[src/rtl/fetch_unit.sv]
// fetch_unit: program-counter sequencer for a simple in-order core.
//
// Holds the program at address 0 while start is high. The program begins on
// the first cycle start is sampled low. Each RUN cycle it steps the PC,
// redirects it to an absolute or relative branch target, or halts.
//
// Optional build macro:
//   FETCH_CYCLE_COUNT_EN - adds the 16-bit saturating cycle_count output.
//
// Ports:
//   clk            in   clock; all state updates on the rising edge
//   reset          in   synchronous, active-high reset
//   start          in   level; high holds/returns the program to address 0
//   halt           in   current instruction is the last one
//   branch_abs     in   current instruction is an absolute jump
//   branch_rel     in   current instruction is a relative branch
//   taken          in   branch condition true (qualifies both branch kinds)
//   target         in   [D]     absolute jump address
//   offset         in   [OFS_W] signed relative displacement
//   programCounter out  [D]     registered instruction-memory address
//   fetch_valid    out  programCounter addresses a live instruction
//   done           out  program has halted
//   cycle_count    out  [16]    RUN cycles since LOAD (FETCH_CYCLE_COUNT_EN only)
module fetch_unit #(
    parameter int D     = 12,
    parameter int OFS_W = 8
) (
    input  logic                    clk,
    input  logic                    reset,
    input  logic                    start,
    input  logic                    halt,
    input  logic                    branch_abs,
    input  logic                    branch_rel,
    input  logic                    taken,
    input  logic [D-1:0]            target,
    input  logic signed [OFS_W-1:0] offset,
    output logic [D-1:0]            programCounter,
    output logic                    fetch_valid,
`ifdef FETCH_CYCLE_COUNT_EN
    output logic                    done,
    output logic [15:0]             cycle_count
`else
    output logic                    done
`endif
);

    typedef enum logic [1:0] {
        IDLE = 2'd0,
        LOAD = 2'd1,
        RUN  = 2'd2,
        DONE = 2'd3
    } state_t;

    state_t         state;
    state_t         state_next;
    logic [D-1:0]   pc_next;

    // Sequential increment; wraps modulo 2^D.
    function automatic logic [D-1:0] pc_inc(input logic [D-1:0] pc);
        return pc + 1'b1;
    endfunction

    // Relative branch: sign-extend the displacement to D bits, then add with
    // natural modulo-2^D wrap in both directions.
    function automatic logic [D-1:0] pc_add(input logic [D-1:0] pc,
                                            input logic signed [OFS_W-1:0] ofs);
        logic signed [D-1:0] ext;
        ext = D'(ofs);
        return pc + $unsigned(ext);
    endfunction

    always_comb begin
        state_next = state;
        pc_next    = programCounter;
        case (state)
            IDLE: begin
                if (start) begin
                    state_next = LOAD;
                    pc_next    = '0;
                end
            end
            LOAD: begin
                pc_next = '0;
                if (!start) state_next = RUN;
            end
            RUN: begin
                // start outranks everything, then halt, then absolute,
                // then relative; abs+rel together resolve to the absolute target.
                if (start) begin
                    state_next = LOAD;
                    pc_next    = '0;
                end else if (halt) begin
                    state_next = DONE;
                end else if (branch_abs && taken) begin
                    pc_next = target;
                end else if (branch_rel && taken) begin
                    pc_next = pc_add(programCounter, offset);
                end else begin
                    pc_next = pc_inc(programCounter);
                end
            end
            DONE: begin
                if (start) begin
                    state_next = LOAD;
                    pc_next    = '0;
                end
            end
            default: begin
                state_next = IDLE;
                pc_next    = '0;
            end
        endcase
    end

    always_ff @(posedge clk) begin
        if (reset) begin
            state          <= IDLE;
            programCounter <= '0;
        end else begin
            state          <= state_next;
            programCounter <= pc_next;
        end
    end

    assign fetch_valid = (state == RUN);
    assign done        = (state == DONE);

`ifdef FETCH_CYCLE_COUNT_EN
    function automatic logic [15:0] sat_inc16(input logic [15:0] c);
        return (c == 16'hFFFF) ? c : c + 16'd1;
    endfunction

    // Counts every RUN cycle including the halting one; holds elsewhere.
    always_ff @(posedge clk) begin
        if (reset) begin
            cycle_count <= '0;
        end else if (state == LOAD) begin
            cycle_count <= '0;
        end else if (state == RUN) begin
            cycle_count <= sat_inc16(cycle_count);
        end
    end
`endif

endmodule

[config.mk]
export PLATFORM = sky130hd
export DESIGN_NAME = fetch_unit
export DESIGN_NICKNAME = d
export VERILOG_FILES = /design/src/rtl/fetch_unit.sv
export SDC_FILE = /design/constraint.sdc
export NUM_CORES = 1
export LEC_CHECK = 0
export BUFFER_PORTS_ARGS = -buffer_cell sky130_fd_sc_hd__buf_2
export CORE_UTILIZATION = 49
export DETAILED_ROUTE_END_ITERATION = 8
export PLACE_DENSITY = 0.89
export SLEW_MARGIN = 20
export SYNTH_ARGS = -nofsm -noshare
export SYNTH_HDL_FRONTEND = slang
export SYNTH_SLANG_ARGS = --single-unit
[constraint.sdc]
create_clock -name clk -period 2.7 [get_ports clk]
set_input_delay 0.405 -clock clk [delete_from_list [all_inputs] [get_ports clk]]
set_output_delay 0.405 -clock clk [all_outputs]
set_load 0.005 [all_outputs]
=== Yosys cells after proc, flatten, opt, wreduce, memory -nomap -nowiden ===
Cells that the tools add are included.

* Word-level logic and storage cells: 28
* Output and inout bits: 14
* Input bits: 27
* Bits in registers: 14

* Add/subtract/negate cells: 2
* Reduce and logical (&&, ||, !) cells: 6
* Equality and inequality tests: 7
* Muxes and demuxes: 11

{| class="wikitable"
|+ Operator list
! operator !! count
|-
| 12-bit two-way mux || 5
|-
| 12-bit case mux with 3 select lines || 1
|-
| 12-bit by 1-bit adder with 12-bit output, second input constant || 1
|-
| 12-bit adder || 1
|-
| 2-bit two-way mux || 4
|-
| 3-bit inequality test, second input constant || 2
|-
| 2-bit case mux with 3 select lines || 1
|-
| 2-bit == test, second input constant || 2
|-
| 3-bit AND reduction || 1
|-
| 2-bit by 1-bit == test with 1-bit output, second input constant || 1
|-
| 1-bit logical AND || 2
|-
| 2-bit zero test || 1
|-
| 2-bit by 1-bit inequality test with 1-bit output, second input constant || 1
|-
| 2-bit inequality test, second input constant || 1
|-
| 2-bit AND reduction || 1
|-
| 2-bit OR reduction || 1
|}

=== Logic depth before layout (Yosys ltp) ===
Gate-level depths: netlist (run 1).

* Depth after elaboration: 6
* Gate-level depth with buffers: 11
* Depth with buffers taken out: 10

=== Worst setup path before layout (run 1) ===
Ideal clock, no wire load.

* Path type: input to register
* Start: input taken
* End: register programCounter[9]
* Required time: 2584 ps
* Setup slack: 389 ps
* Stages on the path: 9
* Arrival: 2195 ps
* Buffers on the path: 1
* Cell sequence: buf_2 and3_1 ha_1 a21oi_2 nand2_1 o211ai_2 a21boi_0 or3_1 a31o_2

* Cells in the longest elaborated chain, start to end: 6
* Elaborated cells on any way between the ends: 7

{| class="wikitable"
|+ Ends and longest elaborated chain
! what !! line !! RTL
|-
| from (decl) || 34 || <nowiki>input logic taken,</nowiki>
|-
| 1-bit logical AND || 96 || <nowiki>end else if (branch_rel && taken) begin</nowiki>
|-
| 12-bit two-way mux || 96 ||
|-
| 12-bit two-way mux * || 94 || <nowiki>end else if (branch_abs && taken) begin</nowiki>
|-
| 12-bit two-way mux * || 92 || <nowiki>end else if (halt) begin</nowiki>
|-
| 12-bit two-way mux * || 89 || <nowiki>if (start) begin</nowiki>
|-
| 12-bit case mux with 3 select lines * || 75 || <nowiki>case (state)</nowiki>
|-
| to (signal assigned) || 121 || <nowiki>programCounter <= pc_next;</nowiki>
|-
| to (decl) || 37 || <nowiki>output logic [D-1:0] programCounter,</nowiki>
|}

Mark *: on every way between the ends. The rest lies on a longest branch, timed or not. The select of a mux whose other input is x is not followed.
A chain may end at the register's enable or synchronous reset.

=== Worst setup path after layout (run 1) ===
* Start: input taken
* End: register programCounter[8]

The elaborated chain is that of the path after synthesis.

==> metrics.txt, run 1 <==
Slew headroom 65.7%; Post-synth EDFFs 0; Tightest Pin Transition 0.512 ns; Overall Global Routing Usage a little over a quarter; crit path DAT 2.49 ns; Placer Congestion approximately 0.92; Synth area leader dfxtp_1; Max Clock Freq 430 MHz; Post-CTS Hold Buffers 0; vias per cell 5.95; Post-Place Worst Slack 0.0921 ns; critical path fanouts, max 10; Crit Path Class primary input to flop; Min-Delay Path Class primary input to flop; CP delay by family, top adder cells; DRC viols 0; FP Rows 17; Leakage approximately 0.66 nW; gr ovfl total 0; Hold Violations, Final 0; die area 0.00260 mm²; Finish-stage setup viols 0; fin nets 229; Routed Antenna Nets 0; # H-tree levels 1; slowest cell delay on critical path between 0.3 and 0.4 ns; syn_nets about 190; clk buf depth 2; Setup Fix Bufs, Post-CTS 0; Syn-to-layout area delta 19.9%; worst vdd ir roughly 320 µV; ys async rst share 0%; CTS tree done; Min Clock Period, post-route about 2.3 ns; share of Yosys cell area claimed by the top area cell type 23.9%; setup ws final between 0.3 and 0.4 ns; post-synth cell types 41; Clock Latency Late Sink 0.28 ns; Crit. End Element flop; CTS root buffer clkbuf_4; synthesized cell area roughly 0.0012 mm²; vias in the first global route 1,177; # port buffers 40; Max Cap Viol 0; slowest CP cell fa_1; Seq/Total Area, Yosys 23.9%; PD cells around 420 mW/mm²; clk slew on worst S/H paths 0.09 ns; Worst Setup SP taken; DR iter-0 viols 53; Initial Util a little over half; Worst Hold Launch target[3]; Core Footprint 0.00223 mm²; syn avg cell area 7.78 µm²; setup TNS 0 ns; RSZ-0062 raised after global routing no; Fin Hold WS 0.371 ns; fill cell count 196; chip width 51.0 µm; HPWL after DPL 2360 µm; post-CTS sizing 0; placed instance area approximately 0.0014 mm²; Synth Flop Type dfxtp_1; Ys Warns 0; pin count of the biggest net entering global routing 18; CP bufs+invs 2; via count 1,292; wire length per cell 14.2 µm; Yosys reg bits 14; initial antenna violation count 0; first-pass GRT wire length 5150 µm; clock skew 0.00583 ns; fin area 0.00141 mm²; status finished, final reports clean; Critical Path RT roughly 2.9 ns; reg2reg start programCounter[0]; total power 0.000591 W; crit path cell chain buf_2 > nand3b_1 > ha_1 > inv_1 > fa_1 > nor2b_1 > o211ai_1 > a31oi_1 > mux2i_1 > xnor2_1 > o22ai_1; Die Y about 51 µm; DRT Pass-1 Iters 4; CTS Sinks 14; Post-Route WL 3090 µm; I/O pins slightly above 40; Worst setup SP type primary input; Slew Viols, Final 0; layout cell share with drive strength beyond 1 28.0%; antenna cells 0; period utilisation layout 86.2%; Synth area leaders dfxtp_1 24%, ha_1 11%, nor2_1 6.4%, a21oi_1 5.5%, and3_1 4.3%; Num CTS Buffers 3; Synth Instances 151
cell type report:
class / instances / area, µm² / share of cell area (%)
multi-input cells: 125 / 841 / 59.7
inverters: 6 / 22.5 / 1.60
well taps: 28 / 35.0 / 2.49
flip-flops and latches: 14 / 280 / 19.9
repair buffers: 41 / 208 / 14.7
clock buffers: 3 / 22.5 / 1.60
where the power goes:
group	internal [W]	leakage [nW]	switching (W)
combinational	0.0000967	0.533	0.000130
clock	0.0000518	0.0138	0.0000735
sequential	0.000222	0.113	0.0000167
cell usage after synthesis (all sizes together), types with 3 or more instances:
| library cell | n |
|---|---|
| a21oi | 14 |
| a22oi | 6 |
| and3 | 8 |
| clkbuf | 4 |
| dfxtp | 14 |
| ha | 10 |
| inv | 6 |
| nand2 | 10 |
| nand3 | 5 |
| nor2 | 21 |
| nor2b | 4 |
| nor3 | 4 |
| o21a | 3 |
| o21ai | 3 |
| o22ai | 4 |
| or3 | 4 |
| xnor2 | 5 |
metal layers:
layer	global-route usage [%]	vias to the layer above	wire [µm]
met3	5.06	12	200
met4	13.9	0	64
met5	0	-	0
met1	30.6	599	1330
li1	-	625	-
met2	44.7	56	1490
cell families after synthesis:
| group | synth area share [%] |
|---|---|
| flops | 23.9 |
| mux | 1.70 |
| buf+inv | 4.58 |
| compound gates | 24.6 |
| simple gates | 27.7 |
| xor+xnor | 5.22 |
| fa+ha+maj | 12.4 |
sequential cells by signal, summed over array words and instances, names as in the netlist:
| signal | flops |
|---|---|
| programCounter | 12 |
| state | 2 |
cells in the final DEF (no fill, tap or decap), types with 2 or more instances in the layout:
cell type and count:
ha_1 10, dfxtp_1 14, and3_1 8, nor2_1 20
o22ai_1 4, or2_2 2, buf_2 40, inv_1 6
o21ai_0 3, nor2b_1 4, mux2i_1 2, a222oi_1 2
or3_1 3, nand3_1 4, o21a_1 3, xor2_1 2
a21boi_0 2, a22oi_1 6, nor3_1 4, a21oi_1 13
clkbuf_4 3, xnor2_1 5, and2_1 2, nand2_1 10
worst paths after layout:
kind | depth (start not counted) | endpoint | slack, ns
setup / recovery | 11 | programCounter[8] | 0.37
hold / removal | 3 | programCounter[3] | 0.37
setup reg to reg | 9 | programCounter[8] | 0.40
hold reg to reg | 2 | programCounter[0] | 0.54
worst reg2reg max path, cell delays in order (launching register included):
cell and delay [ns]:
dfxtp_1 0.37, ha_1 0.18, inv_1 0.06, fa_1 0.38, nor2b_1 0.23, o211ai_1 0.15, a31oi_1 0.32, mux2i_1 0.29
xnor2_1 0.14, o22ai_1 0.08
stage by stage:
stage	std cells	utilization, %
after floorplan	151	-
after global placement	214	62.1
after detailed placement	214	62.1
after CTS	217	63.1
after global routing	217	63.1
final	217	63.1
Note: power is estimated with default switching activity, not from simulation.
==> inputs of run 2 (changes only) <==
--- a/config.mk
+++ b/config.mk
@@ -7,7 +7,7 @@
 export LEC_CHECK = 0
 export BUFFER_PORTS_ARGS = -buffer_cell sky130_fd_sc_hd__buf_2
-export CORE_UTILIZATION = 49
+export CORE_UTILIZATION = 45
 export DETAILED_ROUTE_END_ITERATION = 8
-export PLACE_DENSITY = 0.89
+export PLACE_DENSITY = 0.86
 export SLEW_MARGIN = 20
 export SYNTH_ARGS = -nofsm -noshare
==> constraint.sdc (replaced) <==
create_clock -name clk -period 2 [get_ports clk]
set_input_delay 0.4 -clock clk [delete_from_list [all_inputs] [get_ports clk]]
set_output_delay 0.4 -clock clk [all_outputs]
set_load 0.005 [all_outputs]
==> metrics.txt, run 2 (same netlist as run 1, synthesis figures left out) <==
Internal 0.000590 W (was 0.000370 W); Initial Util 47.4% (was 52.6%); Max Cap Viol 0 (unchanged); failing checks negative setup slack; clk slew on worst S/H paths 0.10 ns (was 0.09 ns); Slew Viols, Final 0 (unchanged); setup ws final -0.0853 ns (was 0.374 ns); Largest register FFs 12 (unchanged); Comb power frac 41.1% (was 38.4%); Crit. End Element flop (unchanged); CTS tree done (unchanged); Hold Violations, Final 0 (unchanged); worst vdd ir 418 µV (was 320 µV); I/O pins 41 (unchanged); wire length per cell 13.4 µm (was 14.2 µm); initial antenna violation count 0 (unchanged); HPWL after DPL 2470 µm (was 2360 µm); setup TNS -0.135 ns (was 0 ns); Worst setup SP type primary input (unchanged); Top reg by flops programCounter (unchanged); clk buf depth 2 (unchanged); Core Footprint 0.00248 mm² (was 0.00223 mm²); NetSw 0.000317 W (was 0.000220 W); Placer Congestion 0.888 (was 0.919); DRT Pass-1 Iters 4 (unchanged); Critical Path RT 2.17 ns (was 2.87 ns); switching share of total power 35.0% (was 37.3%); CTS root buffer clkbuf_4 (unchanged); DR iter-0 viols 49 (was 53); RSZ-0062 raised after global routing yes (was no); vias per cell 5.51 (was 5.95); DRC viols 0 (unchanged); via count 1,356 (was 1,292); Syn-to-layout area delta 42.5% (was 19.9%); Top Registers programCounter: 12 flops, state: 2 flops (unchanged); total power 0.000907 W (was 0.000591 W); # H-tree levels 1 (unchanged); Min-Delay Path Class primary input to flop (unchanged); antenna cells 0 (unchanged); sequential power share 34.8% (was 40.4%); status finished with violations (was finished, final reports clean); Post-Route WL 3300 µm (was 3090 µm); most common cell after layout, fill and taps aside buf_2 (unchanged); Min Clock Period, post-route 2.09 ns; gr ovfl total 0 (unchanged); PD cells 542 mW/mm² (was 419 mW/mm²); Placed Cells 240 (was 214); Post-Place Worst Slack -0.377 ns (was 0.0921 ns); layout cell share with drive strength beyond 1 41.2% (was 28.0%); power share of the clock group 24.1% (was 21.2%); fill cell count 214 (was 196); Post-CTS Hold Buffers 0 (unchanged); Slew headroom 71.8% (was 65.7%); hold path depth 3 (unchanged); Overall Global Routing Usage 26.3% (was 26.2%); Fin Hold WS 0.344 ns (was 0.371 ns); chip width 53.1 µm (was 51.0 µm); pin count of the biggest net entering global routing 18 (unchanged); clock skew 0.00488 ns (was 0.00583 ns); Finish-stage setup viols 3 (was 0); Non-Filler Instances 246 (was 217); Die Y 53.1 µm (was 51.0 µm); FP Rows 18 (was 17); # port buffers 40 (unchanged); Routed Antenna Nets 0 (unchanged); period utilisation layout 104%; R2R cell count 9 (unchanged); crit path DAT 2.26 ns (was 2.49 ns); Tightest Pin Transition 0.422 ns (was 0.512 ns); Clock Latency Late Sink 0.30 ns (was 0.28 ns); Crit Path Class primary input to flop (unchanged); critical path fanouts, max 7 (was 10); most frequent cells in the layout 38 x buf_2, 28 x buf_4, 19 x nor2_1 (was 40 x buf_2, 20 x nor2_1, 14 x dfxtp_1); Num CTS Buffers 3 (unchanged); CTS Sinks 14 (unchanged); Leakage 0.801 nW (was 0.661 nW); vias in the first global route 1,187 (was 1,177); die area 0.00282 mm² (was 0.00260 mm²); Max Clock Freq roughly 480 MHz; fin nets 255 (was 229); first-pass GRT wire length 5230 µm (was 5150 µm)
==> run 2: cell count changes in the layout (fill, tap and decap cells not counted), sizes merged <==
cell,before,now
buf,41,67
clkbuf,3,4
==> run 2: power groups by stage <==
stage / clock network [W] / registers (W) / logic, W
4_1_cts: 0.000221 / 0.000316 / 0.000362
3_5_place_dp: 0 / 0.000322 / 0.000357
2_1_floorplan: 0 / 0.000322 / 0.000217
6_report: 0.000218 / 0.000316 / 0.000373
5_1_grt: 0.000232 / 0.000319 / 0.000421
3_3_place_gp: 0 / 0.000322 / 0.000352
==> run 2: routing by layer <==
metal / global-route usage, % / vias to the layer above / wire length (µm)
li1: - / 680 / -
met2: 43.2 / 37 / 1570
met3: 4.60 / 11 / 124
met4: 11.0 / 0 / 93
met1: 33.3 / 628 / 1520
met5: 0 / - / 0
==> run 2: worst max-delay path: stages <==
cell	delay [ns]
buf_4	0.13
nand3b_1	0.12
ha_4	0.15
inv_2	0.04
fa_2	0.34
nor2b_2	0.15
o211ai_1	0.14
a31oi_2	0.29
mux2i_1	0.27
xnor2_1	0.14
o22ai_1	0.09
==> run 2: metrics by stage <==
step | instance area (µm²) | util [%]
3_5_place_dp | 1590 | 64.1
6_report | 1670 | 67.6
3_3_place_gp | 1590 | 64.1
4_1_cts | 1670 | 67.3
5_1_grt | 1670 | 67.6
2_1_floorplan | 1200 | -
==> run 2: repair_timing <==
item	CTS	global route
gates resized for setup	6	2
cloned	0	0
setup endpoints to repair	2	7
buffers inserted	2	0
pin swaps	3	3
hold endpoints to repair	0	0
==> run 2: path summary, 6_finish.rpt <==
kind	from	endpoint	slack [ns]
max	branch_rel	programCounter[8]	-0.09
min	target[5]	programCounter[5]	0.34
max reg2reg	programCounter[0]	programCounter[8]	-0.08
min reg2reg	programCounter[2]	programCounter[2]	0.56
==> run 2: cell type report <==
type,instances,area (µm²),share of cell area [%]
Clock buffer,4,36.3,2.17
Inverter,6,22.5,1.35
Multi-Input combinational cell,125,885,52.8
Sequential cell,14,282,16.8
Tap cell,30,37.5,2.24
Timing Repair Buffer,67,412,24.6
